### src/rtl/sin_cos_osc.sv
// sin_cos_osc: restartable quadrature oscillator using the
// modified coupled-form (Minsky) recurrence, one sample per clock.
module sin_cos_osc #(
    parameter int WIDTH = 16,
    parameter int N_MAX = 8,
    parameter int CNT_W = 16
) (
    input  logic                           clk,
    input  logic                           reset,
    input  logic                           start,
    input  logic                           stop,
    input  logic [$clog2(N_MAX+1)-1:0]     shift,
    input  logic [WIDTH-1:0]               amp,
    output logic                           busy,
    output logic                           valid,
    output logic signed [WIDTH-1:0]        sin,
    output logic signed [WIDTH-1:0]        cos,
    output logic                           period_done,
    output logic [CNT_W-1:0]               period_count
);

    function automatic int p_of(input int s);
        return ((1 << s) * 628) / 100 + 1;
    endfunction

    localparam int SW    = $clog2(N_MAX + 1);
    localparam int P_MAX = p_of(N_MAX);
    localparam int IDX_W = $clog2(P_MAX);
    localparam logic [WIDTH-1:0] ACAP = WIDTH'(1) << (WIDTH - 2);
    localparam logic [SW-1:0]    SMAX = SW'(N_MAX);

    typedef enum logic {S_IDLE, S_RUN} state_t;

    state_t                   r_state;
    state_t                   w_next;
    logic [SW-1:0]            r_s;
    logic [WIDTH-1:0]         r_a;
    logic [IDX_W-1:0]         r_idx;
    logic signed [WIDTH-1:0]  r_sin;
    logic signed [WIDTH-1:0]  r_cos;
    logic                     r_pend;
    logic                     r_done;
    logic [CNT_W-1:0]         r_cnt;

    logic [IDX_W-1:0]         w_plast_tab [N_MAX+1];
    logic [IDX_W-1:0]         w_plast;
    logic [IDX_W-1:0]         w_idx_inc;
    logic                     w_last;
    logic [SW-1:0]            w_s_clamp;
    logic [WIDTH-1:0]         w_a_clamp;
    logic signed [WIDTH-1:0]  w_cos_n;
    logic signed [WIDTH-1:0]  w_sin_n;

    // Last sample index per step shift, built at elaboration.
    for (genvar g = 0; g <= N_MAX; g++) begin : g_ptab
        assign w_plast_tab[g] = IDX_W'(p_of(g) - 1);
    end

    assign w_plast   = w_plast_tab[r_s];
    assign w_idx_inc = r_idx + 1'b1;
    assign w_last    = (r_state == S_RUN) && (r_idx == w_plast);
    assign w_s_clamp = (shift > SMAX) ? SMAX : shift;
    assign w_a_clamp = (amp > ACAP) ? ACAP : amp;

    // The sine update uses the freshly updated cosine (Minsky form).
    assign w_cos_n = r_cos - (r_sin >>> r_s);
    assign w_sin_n = r_sin + (w_cos_n >>> r_s);

    // State register.
    always_ff @(posedge clk) begin
        if (reset) r_state <= S_IDLE;
        else       r_state <= w_next;
    end

    // Next state: leave RUN only at a period boundary.
    always_comb begin
        w_next = r_state;
        case (r_state)
            S_IDLE:  if (start) w_next = S_RUN;
            S_RUN:   if (w_last && (r_pend || stop)) w_next = S_IDLE;
            default: w_next = S_IDLE;
        endcase
    end

    // Datapath: load on start, step recurrence, reload per period.
    always_ff @(posedge clk) begin
        if (reset) begin
            r_s    <= '0;
            r_a    <= '0;
            r_idx  <= '0;
            r_sin  <= '0;
            r_cos  <= '0;
            r_pend <= 1'b0;
            r_done <= 1'b0;
            r_cnt  <= '0;
        end else if (r_state == S_IDLE) begin
            if (start) begin
                r_s    <= w_s_clamp;
                r_a    <= w_a_clamp;
                r_idx  <= '0;
                r_sin  <= '0;
                r_cos  <= $signed(w_a_clamp);
                r_pend <= stop;
                r_done <= 1'b0;
                r_cnt  <= '0;
            end
        end else begin
            if (stop) r_pend <= 1'b1;
            if (w_last) begin
                r_cnt  <= r_cnt + 1'b1;
                r_idx  <= '0;
                r_done <= 1'b0;
                r_sin  <= '0;
                if (r_pend || stop) begin
                    r_cos  <= '0;
                    r_pend <= 1'b0;
                end else begin
                    r_cos  <= $signed(r_a);
                end
            end else begin
                r_sin  <= w_sin_n;
                r_cos  <= w_cos_n;
                r_idx  <= w_idx_inc;
                r_done <= (w_idx_inc == w_plast);
            end
        end
    end

    assign busy         = (r_state == S_RUN);
    assign valid        = busy;
    assign sin          = r_sin;
    assign cos          = r_cos;
    assign period_done  = r_done;
    assign period_count = r_cnt;

endmodule

### config.mk
export PLATFORM = sky130hd
export DESIGN_NAME = sin_cos_osc
export DESIGN_NICKNAME = d
export VERILOG_FILES = /design/src/rtl/sin_cos_osc.sv
export SDC_FILE = /design/constraint.sdc
export NUM_CORES = 1
export LEC_CHECK = 0
export CAP_MARGIN = 20
export CORE_AREA = 3 3 158 121
export CTS_BUF_LIST = sky130_fd_sc_hd__clkbuf_4 sky130_fd_sc_hd__clkbuf_8 sky130_fd_sc_hd__clkbuf_16
export DETAILED_ROUTE_END_ITERATION = 10
export DIE_AREA = 0 0 161 124
export GPL_TIMING_DRIVEN = 0
export PLACE_DENSITY = 0.65
export SLEW_MARGIN = 20
export SYNTH_ARGS = -nofsm -noshare
export SYNTH_HDL_FRONTEND = slang
export SYNTH_SLANG_ARGS = --single-unit
### constraint.sdc
create_clock -name clk -period 19.32 [get_ports clk]
set_input_delay 3.864 -clock clk [delete_from_list [all_inputs] [get_ports clk]]
set_output_delay 3.864 -clock clk [all_outputs]
set_load 0.05 [all_outputs]
==> run metrics <==
dpl hpwl=about 19,000 microns; Final Max Tran Viols=0; Post-Synth Adder-Cell Area=under 10%; postcts setup bufs=0; post-synthesis cell type count=79; area fraction of the dominant cell type after synthesis=between 20% and 30%; Ports=75; RePlAce Congestion=approximately 0.97; drt wl/cell=about 20 microns; Ys Warns=0; simple-gate share of the synthesized area=a little under a quarter; hold crit path type=reg2reg; Pwr Density=~180 nW/um^2; Clock Tree Buf Depth=2; setup_tns=0 ps; Site Rows=42; routed vias=between 7,000 and 8,000; post-synth net total=around 1,000; largest family of logic cells by synthesized area=compound AO/OA/AOI/OAI gates; Vias per Instance=~6.1; cts repair resizes=0; Fmax=between 0.1 and 0.15 GHz; largest net degree at the start of global routing=17; Crit Path Class=reg2reg; TritonCTS clock tree=yes; CTS clk-pin slew, worst paths=about 80 ps; 1st-iter DRT viols=839; startpoint types=register; Finish-stage setup viols=0; most frequent cell after synthesis=nor2_1; headroom to the max-slew limit=a little over two fifths; Power, Total=about 1.5 mW; remaining global-route overflow=0; # diodes=0; Synth Area in Compound Gates=~28%; TritonCTS Buffers=9; outcome=finished, final reports clean; Crit. End Element=register; number of synthesized flops with an enable pin=0; worst vdd ir=around 0.084 mV; P&R area growth vs syn=19.1%; average size of a mapped cell=~7.7 sq um; die area=approximately 20,000 sq um; Yosys reg bits=82; initial antenna violation count=0; first-pass GRT wire length=slightly below 40,000 microns; Final period util=46.0%; Area contributors post-synth=dfxtp_1 (23%), ha_1 (7.5%), nor2_1 (5.9%); Final ANT Viol Nets=0; final net count=1,065; vias in the first global route=between 6,000 and 7,000; dominant cell type by area after synthesis=dfxtp_1; Placed Cells=around 1,200; max-cap violation count=0; Die Y=between 100 and 150 microns; dominant synthesized flop cell=dfxtp_1; Final Hold Fails=0; share of layout cells above drive strength 1=between 6 and 7%; worst-margin pin slew=~850 ps; Seq/Total Area, Yosys=about a quarter; DRC=0; Root Buffer=clkbuf_16; post-route setup slack=between 10,000 and 15,000 ps; Total Routed Length=around 25,000 microns; mux share of post-synthesis cell area=under 10%; CP required=a little under 20,000 ps; Initial Utilization=between 30% and 40%; core area=17,700 sq um; crit-path max FO=10; placed cell area=just over 8000 sq um; ys async rst share=0%; Design Area, Final=8360 sq um; Setup Skew=about 16 ps; unrepaired setup endpoints after global routing=false; htree depth=3; # port buffers=73; drt first pass iters=7; Gate Count Post-Synth=913; Critical Path AT=between 9000 and 10,000 ps; worst slack at placement=around 11,000 ps; post-route minimum period=~8900 ps; Synth Area in XOR/XNOR=under 10%; Post-synth top cells=nor2_1 (111), dfxtp_1 (82), a21oi_1 (81), nand2_1 (79), o21ai_0 (57); Non-Filler Instances=~1,200; Skew-Pair Late Insertion Delay=370 ps; Mapped Area=7020 sq um; clock sink total=82; Die X=~160 microns; hold buffers post-CTS=0; leak pwr=roughly 3.2 nW; GRT Util Overall=24.9%
state kept, by name, indices dropped and copies added, names as in the netlist:
register and flops:
r_a 16, sin 16, cos 16, period_done 1, r_idx 11, r_pend 1, period_count 16, r_s 4
busy 1
kinds of logic after synthesis:
kind of cell    Yosys count
simple gates            326
mux                      45
buf+inv                  84
compound gates          295
xor+xnor                 37
fa+ha+maj                44
flops                    82
area by class of cell:
cell class | instances | area [sq um]
Buffer | 67 | 283
Clock buffer | 9 | 225
Clock inverter | 7 | 80.1
Sequential cell | 82 | 1640
Fill cell | 1776 | 9300
Multi-Input combinational cell | 747 | 5030
Inverter | 17 | 63.8
Tap cell | 242 | 303
Timing Repair Buffer | 73 | 731
metrics by stage:
stage               utilization (%)  hold WS [ps]
floorplan                         -           432
global route                   47.4           472
CTS                            47.4           457
finish                         47.4           456
detailed placement             45.6           447
global placement               45.6           443
worst max-delay path, cell delays in order, from the launching register on:
cell and delay [ps]:
dfxtp_1 510, clkbuf_1 440, buf_1 620, clkbuf_1 640
mux2_2 420, o21ai_0 300, a21boi_0 140, o21ai_0 410
ha_1 340, a21o_1 180, a211o_1 280, o21ai_1 410
a21oi_1 190, xnor2_1 450, mux2i_1 250, o311ai_0 630
o211ai_1 220, ha_1 340, a211oi_1 310, o21ai_0 200
a31oi_1 290, o21ai_0 250, a311oi_1 410, xor2_1 210
mux2i_1 200, a21oi_1 80
placed cells by master, fill, tap and decap left out, drive strengths merged, types with 9 or more instances in the layout:
cell	Yosys	layout
a211oi	14	14
a21o	13	13
a21oi	81	81
a222oi	15	15
a22oi	29	29
a31oi	9	9
and3	22	22
buf	17	17
clkbuf	50	59
clkdlybuf4s50	0	73
dfxtp	82	82
ha	42	42
inv	17	21
mux2	13	13
mux2i	24	24
nand2	79	79
nand2b	9	9
nand3	23	23
nand3b	17	17
nor2	112	112
nor2b	10	10
nor3	16	16
o211ai	11	11
o21ai	60	60
xnor2	25	25
xor2	12	12
path summary, 6_finish.rpt:
check               from       to  slack (ps)  cells after the start
setup / recovery  r_s[1]  sin[15]       10440                     25
setup reg to reg  r_s[1]  sin[15]       10440                     25
hold reg to reg   r_a[3]   cos[3]         460                      2
hold / removal    r_a[3]   cos[3]         460                      2
power breakdown:
group	total [mW]	switching, mW	internal (mW)
combinational	1.09	0.658	0.434
sequential	0.228	0.0360	0.192
clock	0.183	0.0805	0.102
metal layers:
metal  GRT usage [%]  up-vias  share of wire (%)
met2            34.9      380                 40
met3            6.88       34                 11
met1            36.9     3556                 48
met4            7.04        0                1.6
li1                -     3565                  -
met5               0        -                  0
No activity file was read; power rests on OpenSTA's default activity.
